File: config.mk
export PLATFORM = sky130hd
export DESIGN_NAME = cla_slice_addsub
export DESIGN_NICKNAME = d
export VERILOG_FILES = /design/src/rtl/cla_slice_addsub.sv
export SDC_FILE = /design/constraint.sdc
export NUM_CORES = 1
export LEC_CHECK = 0
export BUFFER_PORTS_ARGS = -buffer_cell sky130_fd_sc_hd__buf_2
export CAP_MARGIN = 20
export CORE_MARGIN = 1.5
export CORE_UTILIZATION = 45
export DETAILED_ROUTE_END_ITERATION = 10
export PLACE_DENSITY = 0.68
export SLEW_MARGIN = 20
export SYNTH_ARGS = -nofsm -noshare
export SYNTH_HDL_FRONTEND = slang
export SYNTH_SLANG_ARGS = --single-unit
File: constraint.sdc
create_clock -name clk -period 4.2 [get_ports clk]
set_input_delay 0.63 -clock clk [delete_from_list [all_inputs] [get_ports clk]]
set_output_delay 0.63 -clock clk [all_outputs]
set_load 0.02 [all_outputs]
File: src/rtl/cla_slice_addsub.sv
// Multi-cycle adder/subtractor that resolves one 3-bit carry-lookahead slice per clock,
// starting at the LSB slice, with valid/ready handshakes on both the operand and result sides.
module cla_slice_addsub #(
  parameter int WIDTH = 12
) (
  input  logic             clk,
  input  logic             rst,
  input  logic             in_valid,
  output logic             in_ready,
  input  logic [WIDTH-1:0] a,
  input  logic [WIDTH-1:0] b,
  input  logic             sub,
  output logic             out_valid,
  input  logic             out_ready,
  output logic [WIDTH-1:0] result,
  output logic             carry_out,
  output logic             overflow,
  output logic [1:0]       state_dbg
);

  localparam int NSLICE = WIDTH / 3;
  localparam int CW     = (NSLICE > 1) ? $clog2(NSLICE) : 1;

  typedef enum logic [1:0] {
    IDLE = 2'd0,
    BUSY = 2'd1,
    DONE = 2'd2
  } state_t;

  state_t           state, state_nxt;
  logic [CW-1:0]    cnt;
  logic [WIDTH-1:0] a_q, b_q, result_q;
  logic             carry_q, carry_out_q, overflow_q;

  logic [31:0] base;
  logic [2:0]  as, bs, g, p, sum_s;
  logic        c0, c1, cout, last_slice, accept;

  // Handshake: a transfer happens on any rising edge where valid and ready are both high;
  // ready never depends on valid, and a held valid is not consumed until ready is seen.
  assign in_ready   = !rst && (state == IDLE);
  assign out_valid  = (state == DONE);
  assign accept     = in_valid && in_ready;
  assign last_slice = (cnt == CW'(NSLICE - 1));

  assign result    = result_q;
  assign carry_out = carry_out_q;
  assign overflow  = overflow_q;
  assign state_dbg = state;

  // Slice datapath for the slice selected by the counter.
  assign base  = {{(32-CW){1'b0}}, cnt} * 32'd3;
  assign as    = a_q[base +: 3];
  assign bs    = b_q[base +: 3];
  assign g     = as & bs;
  assign p     = as ^ bs;
  assign c0    = g[0] | (p[0] & carry_q);
  assign c1    = g[1] | (p[1] & c0);
  assign cout  = g[2] | (p[2] & c1);
  assign sum_s = p ^ {c1, c0, carry_q};

  always_ff @(posedge clk) begin
    if (rst) state <= IDLE;
    else     state <= state_nxt;
  end

  always_comb begin
    state_nxt = state;
    case (state)
      IDLE:    if (accept) state_nxt = BUSY;
      BUSY:    if (last_slice) state_nxt = DONE;
      DONE:    if (out_ready) state_nxt = IDLE;
      default: state_nxt = IDLE;
    endcase
  end

  always_ff @(posedge clk) begin
    if (rst) begin
      cnt         <= '0;
      a_q         <= '0;
      b_q         <= '0;
      carry_q     <= 1'b0;
      result_q    <= '0;
      carry_out_q <= 1'b0;
      overflow_q  <= 1'b0;
    end else begin
      case (state)
        IDLE: begin
          if (accept) begin
            a_q      <= a;
            b_q      <= b ^ {WIDTH{sub}};
            carry_q  <= sub;
            cnt      <= '0;
            result_q <= '0;
          end
        end
        BUSY: begin
          result_q[base +: 3] <= sum_s;
          carry_q             <= cout;
          cnt                 <= cnt + CW'(1);
          if (last_slice) begin
            carry_out_q <= cout;
            // c1 of the top slice is the carry into the MSB.
            overflow_q  <= c1 ^ cout;
          end
        end
        default: ;
      endcase
    end
  end

endmodule

==> results.cfg, run 1 <==
[floorplanning]
io-pin-count = 47
die_y_um = 71.1
chipWidth_um = 71.1
start_util = 0.473
core_mm2 = 0.00441
fp.dieArea_mm2 = 0.00506
rows = 24

[run]
maxCapViolCount = 0

[grt]
grt.total_usage = 0.174
grt_pass1_vias = 1509
antenna_found_initial = 0
grt_pass1_wl_um = 7000
grt_overflow = 0
grt_max_degree = 46

[layout]
area_delta_synth_final_pct = 15.4
seq_area_um2 = 861
final_cell_mix = 46 x buf_2, 43 x dfxtp_1, 28 x nand2_1
nets = 289
antennaDiodeCount = 0
instances_no_fill = 306
n_fill_cell = 432
multiInputGateArea_mm2 = 0.00110
layout-drive-gt1-share = 0.283
final_common_cell = buf_2

[route]
wl_met1_um = 1940
top_layer = met4
wl_met3_um = 147
wirelength_um = 4110
ant_nets = 0
viasPerCell = 5.22
dr.pass1.iters = 4
wire_per_inst_um = 13.4
drc = 0
wl_met2_um = 2000
vias = 1597
drt_iter0_drc = 54

[yosys]
ys_ff_latch = 43
synth_top_family_by_area = simple AND/OR/NAND/NOR gates
synth_ff_type = dfxtp_1
synth_xor_area_frac = 0.0545
synth_compound_area_frac = 0.148
synthAdderAreaFrac = 0.0527
syn_avg_cell_area_um2 = 9.71
syn_nets = 251
synthDistinctLibCells = 33
syn_area_mm2 = 0.00209
yosys.area_share.simple = 0.181
synth_edf_count = 0
seq_area_frac_synth = 0.412
yosys_warnings = 0
synth_mux_area_frac = 0.0905
synthCells = 215
async_flop_share = 0

[sta]
min_period_over_period = 0.727
drv_slew = 0
rsz0062_at_grt = no
slew_headroom = 0.427
tns_ps = 0
hold_slack_ps = 456
hold_violations = 0
setup_violations = 0
fmax_ghz = 0.327
worstMarginPinSlew_ps = 860
skew_ps = 7.84
fin_crit_ps = 3050

[worst_setup_path]
cp-endpoint = result[2]
timing.rr.end = result[2]
crit_top_cell = fa_1
path_buf_inv = 2
crit_start = cnt[0]
regToRegStartpoint = cnt[0]
crit_cells = 8
worstSetupEndpointType = flop
cp_slowest_cell = dfxtp_1
critical_path_class = flop to flop
cp.required_ps = 4390
r2r_cells = 8
max_stage_delay_ps = 730
path_delay_family = adder cells
path_max_fanout = 13
cp_data_arrival_time_ps = 3240
cp_cell_sequence = mux4_2, fa_1, inv_1, fa_1, inv_1, fa_1, nor2b_1, a22o_1
rrSetupSlack_ps = 1150
crit_path_start_kind = flop

[run_status]
status = finished clean

[clock_tree]
clkLatencyLatePin_ps = 290
tritoncts = yes
cts_resized = 0
cts_buffers = 5
htree_levels = 2
cts_buffer_depth = 2
clk_pin_slew_worst_paths_ps = 90
cts_hold_buf = 0
clkSinkCount = 43
cts-root-buf = clkbuf_8
post_cts_buffers = 0

[placed_design]
io_buffers = 46
hpwl_um = 2890
dp.cells = 298
globalplace.congestion = 0.777

[power_and_ir_drop]
ir_drop_v = 0.000194
leakagePower_uw = 0.000946
powerDensity_mw_per_mm2 = 367

[min_path]
hold_path.class = flop to flop
==> per-stage QoR <==
step,setup slack (ps),utilization,area (um^2),power [uW]
6_report,1150,0.546,2410,885
5_1_grt,1010,0.546,2410,927
4_1_cts,1130,0.546,2410,893
3_5_place_dp,1140,0.520,2300,574
3_3_place_gp,1220,0.520,2300,572
2_1_floorplan,1460,-,2090,542
==> per-layer routing <==
layer / track usage / vias to the layer above
met1: 0.234 / 738
met3: 0.0470 / 2
met2: 0.278 / 36
li1: - / 821
met5: 0 / -
met4: 0.0503 / 0
==> how the worst min path moves through the flow <==
stage               cells after the start     end  slack [ps]   start
finish                                  2  a_q[4]         460  a_q[4]
global route                            2  a_q[5]         480  a_q[5]
CTS                                     2  a_q[3]         460  a_q[3]
detailed placement                      2  a_q[3]         450  a_q[3]
global placement                        2  a_q[0]         450  a_q[0]
floorplan                               2  a_q[6]         430  a_q[6]
==> worst reg2reg max path, stage by stage, from the launching register on <==
cell and delay (ps):
dfxtp_1 730, mux4_2 600, fa_1 400, inv_1 80, fa_1 200, inv_1 60, fa_1 480, nor2b_1 170
a22o_1 240
==> layout make-up <==
class,count,area share
repair buffers,47,0.0987
multi-input cells,147,0.456
clock buffers,5,0.0286
inverters,9,0.0140
well taps,52,0.0270
clock inverters,3,0.0182
flip-flops and latches,43,0.357
==> cell usage after synthesis (3+ instances only) <==
master	number	share of area
buf_4	3	0.011
o2bb2ai_1	3	0.013
nor3_1	3	0.0072
mux4_2	6	0.065
nor2b_1	4	0.012
buf_2	6	0.014
a22o_1	6	0.025
nand2b_1	3	0.0090
xnor2_1	13	0.055
nand2_1	28	0.050
nand3_1	6	0.014
inv_1	9	0.016
fa_1	3	0.029
ha_1	4	0.024
dfxtp_1	43	0.41
mux2_2	3	0.016
clkbuf_1	3	0.0054
a211oi_2	6	0.036
nor2_1	17	0.031
a211oi_1	6	0.022
a21oi_1	22	0.053
==> state kept, by name, indices dropped and copies added (netlist names) <==
| signal | count |
|---|---|
| b_q | 12 |
| state_dbg | 2 |
| carry_out | 1 |
| overflow | 1 |
| a_q | 12 |
| carry_q | 1 |
| result | 12 |
| cnt | 2 |
==> where the power goes <==
part | total [uW] | switching (uW) | leakage, uW | internal (uW)
Clock | 322 | 144 | 0.0000581 | 177
Combinational | 123 | 64.7 | 0.000538 | 58.0
Sequential | 441 | 16.8 | 0.000350 | 424
Total | 885 | 226 | 0.000946 | 660
==> cell families after synthesis <==
| logic type | Yosys count |
|---|---|
| AOI/OAI and AO/OA | 43 |
| xor gates and xnor gates | 13 |
| adders and majority gates | 7 |
| muxes | 11 |
| and+or+nand+nor | 73 |
| DFF | 43 |
| buffers and inverters | 25 |
Note: power is estimated with default switching activity, not from simulation.
==> run 2: changes to the inputs <==
--- a/config.mk
+++ b/config.mk
@@ -10,7 +10,7 @@
 export CORE_MARGIN = 1.5
 export CORE_UTILIZATION = 45
 export DETAILED_ROUTE_END_ITERATION = 10
-export PLACE_DENSITY = 0.68
+export PLACE_DENSITY = 0.71
 export SLEW_MARGIN = 20
 export SYNTH_ARGS = -nofsm -noshare
 export SYNTH_HDL_FRONTEND = slang
==> constraint.sdc (replaced) <==
create_clock -name clk -period 2.7 [get_ports clk]
set_input_delay 0.405 -clock clk [delete_from_list [all_inputs] [get_ports clk]]
set_output_delay 0.405 -clock clk [all_outputs]
set_load 0.02 [all_outputs]
==> results.cfg, run 2 (synthesis results as in run 1) <==
[grt]
antenna_found_initial = 0
use_met3 = 0.0399
use_met1 = 0.242
grt_max_degree = 38
grt_pass1_wl_um = 7360
grt_pass1_vias = 1593
grt.total_usage = 0.181
busiest_layer = met2
grt_overflow = 0
gr-usage-met2 = 0.295

[power_and_ir_drop]
p_switching_uw = 338
swShare = 0.265
pwr-share-clk = 0.308
powerDensity_mw_per_mm2 = 528
leakagePower_uw = 0.000952
combPwrFrac = 0.159
power.internal_uw = 936
p_seq_frac = 0.533
ir_drop_v = 0.000317

[clock_tree]
post_cts_buffers = 0
cts_buffer_depth = 2
tritoncts = yes
cts_buffers = 5
cts-root-buf = clkbuf_8
clkLatencyLatePin_ps = 290
clk_pin_slew_worst_paths_ps = 80
clkSinkCount = 43
htree_levels = 2

[worst_setup_path]
cp_data_arrival_time_ps = 2760
cp_cell_sequence = mux4_2, fa_1, inv_1, fa_1, inv_1, fa_1, nor2b_1, a22o_1
cp_slowest_cell = mux4_2
max_stage_delay_ps = 510
path_max_fanout = 4
crit_top_cell = fa_1
worstSetupEndpointType = flop
cp.required_ps = 2890
crit_path_start_kind = flop
critical_path_class = flop to flop

[sta]
drv_slew = 0
setup_violations = 0
fin_crit_ps = 2570
hold_violations = 0
hold_slack_ps = 345
skew_ps = 4.43
fmax_ghz = 0.389
slew_headroom = 0.579
worstMarginPinSlew_ps = 622
min_period_over_period = 0.951

[route]
wire_per_inst_um = 13.3
drt_iter0_drc = 113
drc = 0
ant_nets = 0
dr.pass1.iters = 4
wirelength_um = 4120
viasPerCell = 5.30
vias = 1642

[layout]
area_delta_synth_final_pct = 15.5
utilization = 0.546
antennaDiodeCount = 0
n_fill_cell = 432
nets = 293
final_cell_mix = 46 x buf_2, 42 x dfxtp_1, 28 x nand2_1
layout-drive-gt1-share = 0.291
final_common_cell = buf_2
fin_area_mm2 = 0.00241

[placed_design]
place_area_mm2 = 0.00233
io_buffers = 46
hpwl_um = 2970
globalplace.congestion = 0.828

[floorplanning]
chipWidth_um = 71.1
fp.dieArea_mm2 = 0.00506
core_mm2 = 0.00441
io-pin-count = 47
die_y_um = 71.1
rows = 24
start_util = 0.473

[run_status]
status = finished clean

[run]
maxCapViolCount = 0

[min_path]
hold_path.class = input pin to flop
-- run 2: area by class of cell --
type | instances | area (um^2) | area share
multi-input cells | 147 | 1100 | 0.456
clock buffers | 7 | 76.3 | 0.0316
well taps | 52 | 65.1 | 0.0270
flip-flops and latches | 43 | 865 | 0.358
clock inverters | 1 | 5.00 | 0.00207
inverters | 9 | 33.8 | 0.0140
repair buffers | 51 | 268 | 0.111
-- run 2: stage by stage --
step                      setup slack (ps)  TNS, ps  cells  total power (uW)
after detailed placement              56.5        0    302               898
after global placement                97.0        0    302               895
after CTS                             45.7        0    310              1290
final                                  132        0    310              1270
after floorplan                       32.4        0    215               844
after global routing                -0.309   -0.309    310              1330
-- run 2: power by group through the flow --
stage / combinational [uW] / sequential (uW) / clock, uW
detailed placement: 203 / 695 / 0
global placement: 201 / 694 / 0
CTS: 204 / 680 / 407
finish: 203 / 679 / 392
floorplan: 154 / 690 / 0
global route: 226 / 683 / 424
-- run 2: final timing paths --
path | startpoint | endpoint | slack, ps | cells past startpoint
worst max-delay path | cnt[0] | result[5] | 130 | 8
worst min register to register | overflow | overflow | 460 | 2
worst min-delay path | a[1] | a_q[1] | 350 | 3
worst max register to register | cnt[0] | result[5] | 130 | 8
-- run 2: timing repair --
action / in CTS / in global routing
gates resized for setup: 0 / 2
hold buffers: 0 / 0
endpoints found under the setup margin: 0 / 3
-- run 2: routing by layer --
layer	part of all wire	vias up	wire length, um
li1	-	828	-
met1	0.46	772	1900
met2	0.49	38	2000
met3	0.043	4	179
met4	0.0099	0	41
met5	0	-	0
-- run 2: critical path: cells and delay by family, from the launching register on --
kind / cells / cell delay [ps]
simple gates: 1 / 170
flops: 1 / 370
buf+inv: 2 / 140
compound gates: 1 / 220
fa+ha+maj: 3 / 1060
mux: 1 / 510
==> run 3: changes to the inputs <==
--- a/config.mk
+++ b/config.mk
@@ -10,7 +10,7 @@
 export CORE_MARGIN = 1.5
 export CORE_UTILIZATION = 45
 export DETAILED_ROUTE_END_ITERATION = 10
-export PLACE_DENSITY = 0.71
+export PLACE_DENSITY = 0.68
 export SLEW_MARGIN = 20
 export SYNTH_ARGS = -nofsm -noshare
 export SYNTH_HDL_FRONTEND = slang
==> constraint.sdc (replaced) <==
create_clock -name clk -period 3.2 [get_ports clk]
set_input_delay 0.48 -clock clk [delete_from_list [all_inputs] [get_ports clk]]
set_output_delay 0.48 -clock clk [all_outputs]
set_load 0.02 [all_outputs]
==> results.cfg, run 3 (synthesis results as in run 1) <==
[clock_tree]
cts_resized = 0
cts_hold_buf = 0
clk_pin_slew_worst_paths_ps = 80
clkLatencyLatePin_ps = 300
cts-root-buf = clkbuf_8
cts_buffer_depth = 2
cts_buffers = 5
tritoncts = yes
htree_levels = 2
post_cts_buffers = 0
clkSinkCount = 43

[power_and_ir_drop]
powerDensity_mw_per_mm2 = 449
ir_drop_v = 0.000312
power_uw = 1080
leakagePower_uw = 0.000947

[floorplanning]
core_mm2 = 0.00441
fp.dieArea_mm2 = 0.00506
chipWidth_um = 71.1
start_util = 0.473
rows = 24
io-pin-count = 47
die_y_um = 71.1

[grt]
grt_pass1_wl_um = 6780
grt_overflow = 0
use_met1 = 0.223
gr-usage-met2 = 0.276
grt_max_degree = 38
busiest_layer = met2
grt_pass1_vias = 1452
antenna_found_initial = 0
use_met3 = 0.0385
grt.total_usage = 0.175

[sta]
worstMarginPinSlew_ps = 639
tns_ps = 0
hold_violations = 0
setup_violations = 0
rsz0062_at_grt = no
slew_headroom = 0.568
min_period_over_period = 0.853
hold_slack_ps = 404
skew_ps = 7.36
fmax_ghz = 0.366
drv_slew = 0
fin_ws_ps = 470
fin_crit_ps = 2730

[placed_design]
hpwl_um = 2990
globalplace.congestion = 0.747
io_buffers = 46
post-place-ws_ps = 473

[worst_setup_path]
crit_path_start_kind = flop
r2r_cells = 8
cp.required_ps = 3400
cp_data_arrival_time_ps = 2930
critical_path_class = flop to flop
rrSetupSlack_ps = 470
worstSetupEndpointType = flop
path_max_fanout = 5

[route]
dr.pass1.iters = 4
vias = 1593
ant_nets = 0
wirelength_um = 4000
drc = 0
viasPerCell = 5.17
drt_iter0_drc = 61
wire_per_inst_um = 13.0

[min_path]
hold_path.class = input pin to flop
holdPathStages = 3

[layout]
final_common_cell = buf_2
layout-drive-gt1-share = 0.289
n_fill_cell = 432
utilization = 0.544
area_delta_synth_final_pct = 15.0
antennaDiodeCount = 0
nets = 292
final_cell_mix = 46 x buf_2, 43 x dfxtp_1, 28 x nand2_1

[run_status]
status = finished clean

[run]
maxCapViolCount = 0
==> run 3: changes by cell type in the layout (fill, tap and decap cells not counted) <==
cell / change
dfxtp_4: -1
clkinv_4: +1
dfxtp_1: +1
buf_4: -1
clkbuf_1: -2
==> run 3: worst paths after layout <==
| path | from | endpoint |
|---|---|---|
| hold reg to reg | overflow | overflow |
| hold / removal | a[7] | a_q[7] |
| setup reg to reg | cnt[0] | result[2] |
| setup / recovery | cnt[0] | result[2] |
==> run 3: per-stage QoR <==
stage	cells	cell area (um^2)
2_1_floorplan	215	2090
3_3_place_gp	301	2320
3_5_place_dp	301	2320
4_1_cts	308	2400
5_1_grt	308	2400
6_report	308	2400
==> run 3: per-layer routing <==
| metal | routed length [um] | vias to the layer above |
|---|---|---|
| met5 | 0 | - |
| met4 | 99 | 0 |
| met3 | 143 | 7 |
| met2 | 1870 | 33 |
| met1 | 1900 | 730 |
| li1 | - | 823 |
==> run 3: cell type report <==
cell class              count  area [um^2]  share of cell area
clock buffers               5         68.8              0.0286
inverters                   9         33.8              0.0141
multi-input cells         147         1100               0.458
repair buffers             50          260               0.108
flip-flops and latches     43          861               0.358
clock inverters             2         13.8             0.00573
well taps                  52         65.1              0.0271
==> run 3: report_power, final <==
part	total, uW	switching (uW)	internal (uW)	leakage [uW]
Clock	337	187	149	0.0000440
Sequential	576	18.6	557	0.000350
Combinational	166	87.5	78.3	0.000553
==> run 3: critical path, cell delays in order (launching register included) <==
cell	delay, ps
dfxtp_1	470
mux4_2	550
fa_1	400
inv_1	80
fa_1	200
inv_1	60
fa_1	480
nor2b_1	170
a22o_1	210
